`src/rtl/simd_mem_pkg.sv`:
```
// Shared types and default sizing for the vector load/store unit.
package simd_mem_pkg;

  typedef enum logic [1:0] {
    IDLE   = 2'd0,
    ACCESS = 2'd1,
    DRAIN  = 2'd2,
    RESP   = 2'd3
  } lsu_state_e;

  localparam int unsigned DefDataSize   = 32;
  localparam int unsigned DefAddrSize   = 32;
  localparam int unsigned DefMemorySize = 10020;
  localparam int unsigned DefLanes      = 4;

  // Lane index width; a single-lane build still needs a 1-bit counter.
  function automatic int unsigned lane_idx_w(input int unsigned n);
    return (n > 1) ? $clog2(n) : 1;
  endfunction

endpackage

```
`src/rtl/vector_lsu_agu.sv`:
```
// Strided address generator for vector_lsu: one lane address per step.
// LSU_BOUNDS_CHECK_EN enables the out-of-range flag on the current lane address.
module vector_lsu_agu
  import simd_mem_pkg::*;
#(
  parameter int unsigned addressingSize = DefAddrSize,
  parameter int unsigned memorySize     = DefMemorySize,
  parameter int unsigned lanes          = DefLanes,
  localparam int unsigned LaneW         = lane_idx_w(lanes)
) (
  input  logic                      clk,
  input  logic                      rst,
  input  logic                      start_i,
  input  logic                      step_i,
  input  logic [addressingSize-1:0] base_i,
  input  logic [addressingSize-1:0] stride_i,
  output logic [addressingSize-1:0] addr_o,
  output logic [LaneW-1:0]          lane_o,
  output logic                      last_o,
  output logic                      oob_o
);

  logic [addressingSize-1:0] addr_q, addr_d;
  logic [addressingSize-1:0] stride_q, stride_d;
  logic [LaneW-1:0]          lane_q, lane_d;

  always_comb begin
    addr_d   = addr_q;
    stride_d = stride_q;
    lane_d   = lane_q;
    if (start_i) begin
      addr_d   = base_i;
      stride_d = stride_i;
      lane_d   = '0;
    end else if (step_i) begin
      // Natural wrap modulo 2^addressingSize.
      addr_d = addr_q + stride_q;
      lane_d = lane_q + 1'b1;
    end
  end

  always_ff @(posedge clk or posedge rst) begin
    if (rst) begin
      addr_q   <= '0;
      stride_q <= '0;
      lane_q   <= '0;
    end else begin
      addr_q   <= addr_d;
      stride_q <= stride_d;
      lane_q   <= lane_d;
    end
  end

  assign addr_o = addr_q;
  assign lane_o = lane_q;
  assign last_o = (lane_q == LaneW'(lanes - 1));

`ifdef LSU_BOUNDS_CHECK_EN
  assign oob_o = (addr_q >= addressingSize'(memorySize));
`else
  assign oob_o = 1'b0;
`endif

endmodule

```
`src/rtl/vector_lsu.sv`:
```
// Vector load/store unit: serialises a strided lanes-wide request onto a single-word memory port.
// LSU_BOUNDS_CHECK_EN enables per-lane bounds checking against memorySize.
module vector_lsu
  import simd_mem_pkg::*;
#(
  parameter int unsigned dataSize       = DefDataSize,
  parameter int unsigned addressingSize = DefAddrSize,
  parameter int unsigned memorySize     = DefMemorySize,
  parameter int unsigned lanes          = DefLanes
) (
  input  logic                               clk,
  input  logic                               rst,
  input  logic                               req_valid,
  output logic                               req_ready,
  input  logic                               req_store,
  input  logic [addressingSize-1:0]          req_base,
  input  logic [addressingSize-1:0]          req_stride,
  input  logic [lanes-1:0][dataSize-1:0]     req_wdata,
  output logic                               resp_valid,
  input  logic                               resp_ready,
  output logic [lanes-1:0][dataSize-1:0]     resp_rdata,
  output logic                               resp_err,
  output logic                               mem_write_enable,
  output logic [addressingSize-1:0]          mem_DataAdr,
  output logic [dataSize-1:0]                mem_toWrite_data,
  input  logic [dataSize-1:0]                mem_read_data
);

  localparam int unsigned LaneW = lane_idx_w(lanes);

  lsu_state_e                   state_q, state_d;
  logic                         store_q, store_d;
  logic [lanes-1:0][dataSize-1:0] wdata_q, wdata_d;
  logic [lanes-1:0][dataSize-1:0] rdata_q;
  logic                         cap_en_q, cap_oob_q;
  logic [LaneW-1:0]             cap_idx_q;

  logic                         agu_start, agu_step, agu_last, agu_oob, access;
  logic [addressingSize-1:0]    agu_addr;
  logic [LaneW-1:0]             agu_lane;

  vector_lsu_agu #(
    .addressingSize (addressingSize),
    .memorySize     (memorySize),
    .lanes          (lanes)
  ) u_agu (
    .clk      (clk),
    .rst      (rst),
    .start_i  (agu_start),
    .step_i   (agu_step),
    .base_i   (req_base),
    .stride_i (req_stride),
    .addr_o   (agu_addr),
    .lane_o   (agu_lane),
    .last_o   (agu_last),
    .oob_o    (agu_oob)
  );

  always_comb begin
    state_d   = state_q;
    store_d   = store_q;
    wdata_d   = wdata_q;
    agu_start = 1'b0;
    agu_step  = 1'b0;
    unique case (state_q)
      IDLE: begin
        if (req_valid) begin
          store_d   = req_store;
          wdata_d   = req_wdata;
          agu_start = 1'b1;
          state_d   = ACCESS;
        end
      end
      ACCESS: begin
        agu_step = 1'b1;
        if (agu_last) state_d = store_q ? RESP : DRAIN;
      end
      DRAIN:   state_d = RESP;
      RESP:    if (resp_ready) state_d = IDLE;
    endcase
  end

  always_ff @(posedge clk or posedge rst) begin
    if (rst) begin
      state_q <= IDLE;
      store_q <= 1'b0;
      wdata_q <= '0;
    end else begin
      state_q <= state_d;
      store_q <= store_d;
      wdata_q <= wdata_d;
    end
  end

  // Read data lags the address by one cycle, so capture uses last cycle's lane tag.
  always_ff @(posedge clk or posedge rst) begin
    if (rst) begin
      cap_en_q  <= 1'b0;
      cap_idx_q <= '0;
      cap_oob_q <= 1'b0;
      rdata_q   <= '0;
    end else begin
      cap_en_q  <= access && !store_q;
      cap_idx_q <= agu_lane;
      cap_oob_q <= agu_oob;
      if (cap_en_q) rdata_q[cap_idx_q] <= cap_oob_q ? '0 : mem_read_data;
    end
  end

`ifdef LSU_BOUNDS_CHECK_EN
  logic err_q;

  always_ff @(posedge clk or posedge rst) begin
    if (rst) begin
      err_q <= 1'b0;
    end else if (agu_start) begin
      err_q <= 1'b0;
    end else if (access && agu_oob) begin
      err_q <= 1'b1;
    end
  end

  assign resp_err = err_q;
`else
  assign resp_err = 1'b0;
`endif

  assign access           = (state_q == ACCESS);
  assign req_ready        = (state_q == IDLE);
  assign resp_valid       = (state_q == RESP);
  assign resp_rdata       = rdata_q;
  assign mem_write_enable = access && store_q && !agu_oob;
  assign mem_DataAdr      = access ? agu_addr : '0;
  assign mem_toWrite_data = (access && store_q) ? wdata_q[agu_lane] : '0;

endmodule

```
`config.mk`:
```
export PLATFORM = sky130hd
export DESIGN_NAME = vector_lsu
export DESIGN_NICKNAME = d
export VERILOG_FILES = /design/src/rtl/simd_mem_pkg.sv /design/src/rtl/vector_lsu_agu.sv /design/src/rtl/vector_lsu.sv
export SDC_FILE = /design/constraint.sdc
export NUM_CORES = 1
export LEC_CHECK = 0
export CAP_MARGIN = 25
export CORE_ASPECT_RATIO = 0.9
export CORE_UTILIZATION = 45
export CTS_CLUSTER_SIZE = 8
export DETAILED_ROUTE_END_ITERATION = 6
export PLACE_DENSITY = 0.76
export REMOVE_ABC_BUFFERS = 1
export SLEW_MARGIN = 25
export SYNTH_ARGS = -nofsm -noshare
export SYNTH_HDL_FRONTEND = slang
export SYNTH_SLANG_ARGS = --single-unit
```
`constraint.sdc`:
```
create_clock -name clk -period 14.15 [get_ports clk]
set_input_delay 2.83 -clock clk [delete_from_list [all_inputs] [get_ports clk]]
set_output_delay 2.83 -clock clk [all_outputs]
set_load 0.005 [all_outputs]
```
==> results of run 1 <==
[area by class of cell]
cell class / count / area, sq um
diodes: 2 / 5.00
well taps: 422 / 528
fillers: 2690 / 12000
inverters: 13 / 61.3
clock inverters: 3 / 58.8
repair buffers: 436 / 4330
clock buffers: 48 / 1160
multi-input cells: 1032 / 6710
flip-flops and latches: 328 / 8210
[final timing paths]
path | start | endpoint | slack, ps | cells past startpoint
worst max-delay path | u_agu.lane_o[0] | mem_toWrite_data[10] | 8520 | 4
worst min-delay path | store_q | cap_en_q | 460 | 1
worst max register to register | u_agu.addr_o[0] | u_agu.addr_o[28] | 11100 | 11
worst min register to register | store_q | cap_en_q | 460 | 1
max in group asynchronous | rst | wdata_q[105] | 9840 | 3
min in group asynchronous | rst | resp_rdata[72] | 2840 | 2
[cells in the final DEF, fill, tap and decap left out, types with 12 or more instances in the layout]
cell,n
mux2i_1,22
xnor2_1,21
nor2_1,21
buf_4,13
and2_1,67
mux2_2,129
mux4_2,32
o21ai_0,32
a21oi_1,42
clkbuf_16,46
nand2_1,515
a21o_1,14
inv_1,12
dfrtp_1,326
clkdlybuf4s50_1,423
ha_1,34
[stage by stage]
stage               util [%]  cells  worst slack [ps]
detailed placement      59.9   2231              8550
global route            63.6   2283              8360
finish                  63.6   2284              8520
floorplan                  -   1373              2240
global placement        59.9   2231              8590
CTS                     63.6   2282              8450
[Yosys cell counts, drive strengths merged (2+ instances only)]
master,n
xor2,6
clkbuf,60
o21a,2
nand3b,4
and3,3
nor3,3
o221ai,2
nor3b,10
mux2,129
a211o,3
a21oi,45
nand2,517
inv,13
a31oi,5
dfrtp,328
nand4,8
a221oi,3
o211ai,2
xnor2,21
mux4,32
or2,2
a211oi,5
a41oi,2
a21o,15
o21ai,36
nor2,21
nor2b,3
nand3,6
o31ai,4
ha,35
nand2b,4
mux2i,22
buf,18
and2,68
[sequential cells by signal, indices dropped and copies added (netlist names)]
signal and flops:
state_q 2, wdata_q 128, cap_en_q 1, store_q 1, resp_rdata 128, u_agu.stride_q 32, u_agu.addr_o 32, u_agu.lane_o 2
cap_idx_q 2
[cells by family (layout without fill, tap and decap cells)]
group | count (synthesis) | after routing | synth area share [%]
AOI/OAI and AO/OA | 129 | 129 | 5.31
xor gates and xnor gates | 27 | 27 | 1.55
adders and majority gates | 36 | 36 | 3.00
buffers and inverters | 91 | 500 | 2.28
DFF | 328 | 328 | 53.9
muxes | 183 | 183 | 15.7
other | 1 | 3 | 0.0246
and+or+nand+nor | 656 | 656 | 18.3
[metal layers]
metal  vias to the layer above  routed length, um  track usage (%)
met3                        82               2980             5.92
li1                       5652                  -                -
met2                       379              20400             41.2
met1                      5888              17300             30.4
met4                         2               1300             7.71
met5                         -                 13                0
[power groups by stage]
stage | combinational [mW] | clock [mW] | sequential, mW
floorplan | 1.38 | 0 | 1.66
global placement | 2.18 | 0 | 1.67
detailed placement | 2.24 | 0 | 1.70
CTS | 2.25 | 0.983 | 1.69
global route | 2.46 | 1.02 | 1.75
finish | 2.24 | 0.962 | 1.69
==> impl_metrics.csv, run 1 <==
group,metric,value,unit
sta,holdWs,458,ps
sta,rsz0062_at_grt,"false",
clocking,post_cts_buffers,0,
yosys,syn_inst,1451,
route,firstDrtPassIters,5,
power_and_ir_drop,finalPower,4.89,mW
yosys,yosysWarningCount,0,
yosys,syn_avg_cell_area,10.5,sq um
power_and_ir_drop,pwr-share-clk,19.7,%
global_routing,grt_pass1_wl,65900,um
yosys,ys_ff_latch,328,
sta,hold_violations,0,
clocking,clkSinkCount,328,
power_and_ir_drop,p_comb_share,45.7,%
floorplan,coreArea,33100,sq um
place,hpwlAfterDp,29200,um
floorplan,ios,425,
flow_run,maxCapViolations,0,
clocking,ctsHoldBuffers,0,
route,num_vias,12003,
global_routing,grt_max_degree,138,
layout,nNetsFinal,2122,
sta,setup_viol,0,
sta,maxSlewViolCount,0,
setup_path,cp_slowest_cell,"mux4_2",
yosys,synth_ff_type,"dfrtp_1",
floorplan,die_area,34600,sq um
yosys,yosysTopAreaCellShare,53.9,%
route,drtIter0Drc,602,
yosys,synth-edff-count,0,
floorplan,initial_core_util,46.0,%
setup_path,critPathBufInv,2,
setup_path,criticalPathCategory,"reg -> out",
sta,fin_setup_tns,0,ps
floorplan,rows,63,
yosys,ys_types,58,
global_routing,grt-ovfl-total,0,
clocking,worst_skew_pair.late_latency,540,ps
power_and_ir_drop,p_sw,1.69,mW
route,drc,0,
setup_path,critPathLaunchType,"flip-flop",
sta,max_freq,178,MHz
power_and_ir_drop,swShare,34.5,%
power_and_ir_drop,power_frac_seq,34.6,%
floorplan,die_h,177,um
sta,tightestPinTransition,976,ps
setup_path,slowest_delay,610,ps
yosys,yosys-top-cells-area,"dfrtp_1 54%, nand2_1 13%, mux2_2 9.5%",
setup_path,crit_arrival,2800,ps
route,drt-total-wl,42000,um
setup_path,crit_fanout,31,
layout,drive_gt1_share,13.0,%
power_and_ir_drop,power_leakage,9.58,nW
power_and_ir_drop,vdd_drop_max,0.000105,V
clocking,cts_tree,"yes",
power_and_ir_drop,p_int,3.20,mW
setup_path,crit_chain,"buf_4, mux4_2, and2_1, clkdlybuf4s50_1",
yosys,synth_area,15200,sq um
clocking,clock_path_buffers,3,
route,ant_nets,0,
layout,finalInstanceArea,21100,sq um
place,portBuffers,423,
sta,finalCritPeriodShare,39.8,%
clocking,post_cts_resize_count,0,
min_path,hp-class,"reg -> reg",
place,place_area,19800,sq um
clocking,cts_root_buf,"clkbuf_16",
global_routing,track_usage,24.2,%
floorplan,die_w,196,um
route,vias_per_cell,5.26,
global_routing,grt_pass1_vias,12097,
status,status,"completed",
setup_path,end_kind,"primary output",
power_and_ir_drop,power_density,232,nW/um^2
global_routing,antenna_found_initial,4,
place,gp_congestion,0.852,
sta,skew,6.88,ps
clocking,cts.clk_slew.worst_paths,50,ps
sta,slew_headroom,34.9,%
clocking,htreeDepth,2,
route,wl_per_cell,18.4,um
clocking,numCtsBuffers,46,
yosys,synth_top_area_cell,"dfrtp_1",
sta,finalCriticalPeriod,5630,ps
setup_path,crit_family,"buffers and inverters",
setup_path,required,11320,ps
layout,synthToLayoutAreaGrowth,38.2,%
yosys,synth-async-reset-ratio,100,%
yosys,ys_seq_area_share,53.9,%
No activity file was read; power rests on OpenSTA's default activity.
==> run 2, diff against run 1 <==
- CORE_UTILIZATION: 45 -> 44
- PLACE_DENSITY: 0.76 -> 0.77
- clock period: 14.15 -> 4.9 ns (I/O delays scaled with it)
==> run 2 against run 1 <==
  * Critical path depth unchanged
  * Power rose to 2.9 times the previous value
  * Non-clock buffer count increased by 4
  * Largest cell class unchanged
  * Highest routed layer unchanged
==> impl_metrics.csv, run 2 (synthesis results as in run 1) <==
group,metric,value,unit
clocking,clkSinkCount,328,
floorplan,die_h,179,um
power_and_ir_drop,power_density,671,nW/um^2
setup_path,slowest_delay,770,ps
route,drc,0,
floorplan,die_w,198,um
layout,finalInstanceArea,21300,sq um
route,wl_per_cell,18.1,um
clocking,numCtsBuffers,47,
route,drtIter0Drc,585,
sta,fin_ws,963,ps
clocking,worst_skew_pair.late_latency,570,ps
sta,maxSlewViolCount,0,
clocking,cts.clk_slew.worst_paths,50,ps
min_path,hold_path_startpoint,"wdata_q[64]",
sta,fin_setup_tns,0,ps
setup_path,r2r_slack,1750,ps
global_routing,antenna_found_initial,5,
layout,drive_gt1_share,13.3,%
floorplan,ios,425,
sta,finalCritPeriodShare,80.3,%
setup_path,crit_fanout,17,
clocking,ctsHoldBuffers,0,
flow_run,maxCapViolations,0,
power_and_ir_drop,power_leakage,9.65,nW
power_and_ir_drop,vdd_drop_max,0.000313,V
layout,instances_no_fill,2333,
sta,slew_headroom,34.2,%
sta,holdWs,465,ps
setup_path,critPathBufInv,2,
global_routing,track_usage,24.1,%
sta,finalCriticalPeriod,3940,ps
setup_path,crit_arrival,2960,ps
layout,synthToLayoutAreaGrowth,39.6,%
setup_path,required,3920,ps
setup_path,criticalPathCategory,"reg -> out",
global_routing,grt_pass1_vias,12165,
clocking,htreeDepth,2,
place,dpl.cell_count,2275,
sta,hold_violations,0,
clocking,post_cts_buffers,0,
setup_path,end_kind,"primary output",
route,ant_nets,0,
clocking,cts_tree,"yes",
setup_path,reg2reg_from,"u_agu.addr_o[0]",
route,drt-total-wl,42300,um
clocking,clock_path_buffers,3,
setup_path,worstReg2RegEnd,"u_agu.addr_o[28]",
place,place_area,20000,sq um
route,firstDrtPassIters,5,
setup_path,cp_slowest_cell,"dfrtp_2",
place,pre_cts_ws,1470,ps
layout,postLayoutCoreUtil,62.5,%
route,vias_per_cell,5.13,
min_path,min_to,"wdata_q[64]",
power_and_ir_drop,finalPower,14.3,mW
global_routing,grt_max_degree,88,
status,status,"completed",
setup_path,crit_chain,"buf_4, mux4_2, and2_1, clkdlybuf4s50_1",
global_routing,grt_pass1_wl,66100,um
setup_path,path_depth,4,
floorplan,initial_core_util,44.8,%
layout,nNetsFinal,2127,
floorplan,die_area,35400,sq um
setup_path,crit_family,"buffers and inverters",
clocking,post_cts_resize_count,0,
sta,rsz0062_at_grt,"false",
setup_path,r2r_cells,11,
place,portBuffers,423,
sta,setup_viol,0,
sta,max_freq,254,MHz
setup_path,cp-startpoint,"u_agu.lane_o[0]",
setup_path,critPathLaunchType,"flip-flop",
min_path,min_path_cells,2,
global_routing,grt-ovfl-total,0,
sta,tightestPinTransition,986,ps
layout,n_fill_cell,2684,
layout,final_cell_mix,"515 x nand2_1, 423 x clkdlybuf4s50_1, 326 x dfrtp_1",
place,hpwlAfterDp,29500,um
clocking,cts_root_buf,"clkbuf_16",
sta,skew,20.0,ps
floorplan,coreArea,34000,sq um
floorplan,rows,64,
min_path,hp-class,"reg -> reg",
place,gp_congestion,0.886,
layout,final_common_cell,"nand2_1",
route,num_vias,11958,
[run 2: changes by cell type in the layout (fill, tap and decap cells not counted)]
cell and change:
inv_16 -1, inv_6 -1, buf_4 -2, clkinv_16 +1, buf_12 +6, diode_2 +3
nand3_1 -1, nand3_2 +1, inv_8 +1, clkinv_4 +1, nand2_4 +1, clkbuf_16 +1
nand2_8 -1
[run 2: worst max path at each step]
stage	endpoint	slack, ps
6_report	mem_toWrite_data[24]	960
5_1_grt	mem_toWrite_data[2]	780
4_1_cts	mem_toWrite_data[12]	860
3_5_place_dp	mem_toWrite_data[12]	1470
3_3_place_gp	mem_toWrite_data[12]	1470
2_1_floorplan	cap_en_q	-5160
[run 2: layout make-up]
class | instances | area [sq um] | area share, %
well taps | 462 | 578 | 2.72
multi-input cells | 1032 | 6710 | 31.5
clock inverters | 4 | 85.1 | 0.400
flip-flops and latches | 328 | 8210 | 38.6
inverters | 13 | 56.3 | 0.265
diodes | 5 | 12.5 | 0.0588
repair buffers | 440 | 4440 | 20.9
clock buffers | 49 | 1180 | 5.57
[run 2: worst reg2reg max path: stages, from the launching register on]
cell	delay, ps
dfrtp_1	390
ha_1	250
fa_1	260
a21oi_2	90
o211ai_2	270
nand4_1	230
a211oi_2	370
o211ai_2	150
o311ai_1	360
a21oi_1	130
or4b_1	470
nand3_1	110
[run 2: power breakdown]
group,switching (mW),internal (mW)
registers,0.901,4.06
clock network,1.15,1.70
logic,2.90,3.56
[run 2: routing by layer]
metal | up-vias | track usage (%) | share of wire [%] | wire length [um]
li1 | 5667 | - | - | -
met1 | 5870 | 29.8 | 41 | 17200
met2 | 355 | 40.2 | 49 | 20700
met3 | 64 | 7.01 | 8.1 | 3440
met4 | 2 | 8.20 | 2.4 | 1030
met5 | - | 0 | 0.040 | 17
==> run 3, diff against run 2 <==
- clock period: 4.9 -> 3.2 ns (I/O delays scaled with it)
==> run 3 against run 2 <==
  * Sequential power up 50%
  * Critical path depth unchanged
  * Clock skew up 1.8 ps
  * Wire length up 1.6%
  * Register-to-register slack worse by 1500 ps
  * Power up 55%
  * First-iteration DRC count down 8.7%
  * Clock power up 54%
  * Non-clock buffer count up 12
  * Worst hold slack better by 1.8 ps
  * Via count up 1.2%
  * Setup slack worse by 840 ps
==> impl_metrics.csv, run 3 (synthesis results as in run 1) <==
group,metric,value,unit
setup_path,end_kind,"primary output",
sta,holdWs,467,ps
power_and_ir_drop,vdd_drop_max,0.000557,V
power_and_ir_drop,power_frac_seq,33.8,%
floorplan,die_area,35400,sq um
layout,final_cell_mix,"515 x nand2_1, 422 x clkdlybuf4s50_1, 326 x dfrtp_1",
clocking,cts.clk_slew.worst_paths,50,ps
floorplan,ios,425,
route,drtIter0Drc,534,
sta,tightestPinTransition,832,ps
power_and_ir_drop,power_leakage,9.78,nW
sta,rsz0062_at_grt,"false",
min_path,hp-class,"reg -> reg",
power_and_ir_drop,finalPower,22.1,mW
setup_path,required,2560,ps
route,firstDrtPassIters,5,
floorplan,rows,64,
power_and_ir_drop,swShare,34.6,%
power_and_ir_drop,p_sw,7.63,mW
floorplan,initial_core_util,44.8,%
sta,maxSlewViolCount,0,
clocking,worst_skew_pair.late_latency,560,ps
place,hpwlAfterDp,30100,um
layout,final_common_cell,"nand2_1",
flow_run,maxCapViolations,0,
setup_path,crit_family,"buffers and inverters",
clocking,cts_tree,"yes",
setup_path,slowest_delay,560,ps
place,portBuffers,423,
route,wl_per_cell,18.3,um
setup_path,critPathBufInv,2,
layout,postLayoutCoreUtil,63.2,%
power_and_ir_drop,p_comb_share,46.3,%
power_and_ir_drop,pwr-share-clk,19.9,%
sta,fin_setup_tns,0,ps
sta,finalCritPeriodShare,96.2,%
setup_path,critPathLaunchType,"flip-flop",
status,status,"completed",
sta,finalCriticalPeriod,3080,ps
layout,instances_no_fill,2345,
sta,setup_viol,0,
place,pre_cts_ws,351,ps
route,vias_per_cell,5.16,
setup_path,criticalPathCategory,"reg -> out",
route,drc,0,
sta,skew,21.8,ps
clocking,clock_path_buffers,3,
layout,nNetsFinal,2139,
route,drt-total-wl,43000,um
setup_path,crit_chain,"buf_12, mux4_2, and2_1, clkdlybuf4s50_1",
place,gp_congestion,0.884,
place,place_area,20100,sq um
power_and_ir_drop,p_int,14.4,mW
clocking,numCtsBuffers,47,
clocking,htreeDepth,2,
route,ant_nets,0,
sta,fin_ws,123,ps
global_routing,grt_pass1_wl,66000,um
clocking,clkSinkCount,328,
layout,drive_gt1_share,14.0,%
floorplan,die_h,179,um
route,num_vias,12096,
floorplan,coreArea,34000,sq um
setup_path,crit_arrival,2440,ps
sta,max_freq,325,MHz
global_routing,grt-ovfl-total,0,
global_routing,track_usage,24.0,%
global_routing,antenna_found_initial,6,
setup_path,cp_slowest_cell,"mux4_2",
setup_path,crit_fanout,20,
global_routing,grt_max_degree,80,
layout,synthToLayoutAreaGrowth,41.1,%
power_and_ir_drop,power_density,1030,nW/um^2
place,dpl.cell_count,2283,
sta,hold_violations,0,
clocking,ctsHoldBuffers,0,
layout,finalInstanceArea,21500,sq um
global_routing,grt_pass1_vias,12453,
clocking,cts_root_buf,"clkbuf_16",
floorplan,die_w,198,um
layout,n_fill_cell,2626,
sta,slew_headroom,44.4,%
[run 3: layout make-up]
type	instances	area, sq um	area share (%)
Multi-Input combinational cell	1032	6720	31.2
Antenna cell	5	12.5	0.0582
Tap cell	462	578	2.69
Clock inverter	4	88.8	0.413
Sequential cell	328	8220	38.2
Timing Repair Buffer	452	4650	21.6
Clock buffer	49	1180	5.50
Inverter	13	56.3	0.262
[run 3: power groups by stage]
stage	clock network, mW	logic (mW)	registers, mW
final	4.40	10.2	7.45
after global routing	4.66	11.3	7.71
after CTS	4.49	10.2	7.45
after detailed placement	0	10.1	7.50
after global placement	0	9.86	7.39
after floorplan	0	6.08	7.33
[run 3: routing by layer]
metal / vias up / global-route usage (%) / share of wire [%]
li1: 5687 / - / -
met1: 5943 / 29.3 / 40
met2: 376 / 39.6 / 49
met3: 86 / 7.07 / 8.1
met4: 4 / 10.2 / 3.6
met5: - / 0 / 0.063
[run 3: path summary, 6_finish.rpt]
| check | startpoint | to | slack (ps) | depth (start not counted) |
|---|---|---|---|---|
| worst max-delay path | u_agu.lane_o[0] | mem_toWrite_data[12] | 120 | 4 |
| worst min-delay path | store_q | cap_en_q | 470 | 1 |
| worst max register to register | u_agu.addr_o[0] | u_agu.addr_o[28] | 270 | 11 |
| max in group asynchronous | rst | wdata_q[118] | 1960 | 3 |
| worst min register to register | store_q | cap_en_q | 470 | 1 |
| min in group asynchronous | rst | resp_rdata[45] | 540 | 2 |
[run 3: timing repair]
item / CTS / global route
gates cloned: 0 / 1
endpoints found under the hold margin: 0 / 0
endpoints found under the setup margin: 23 / 37
gates resized for setup: 2 / 4
buffers inserted: 2 / 0
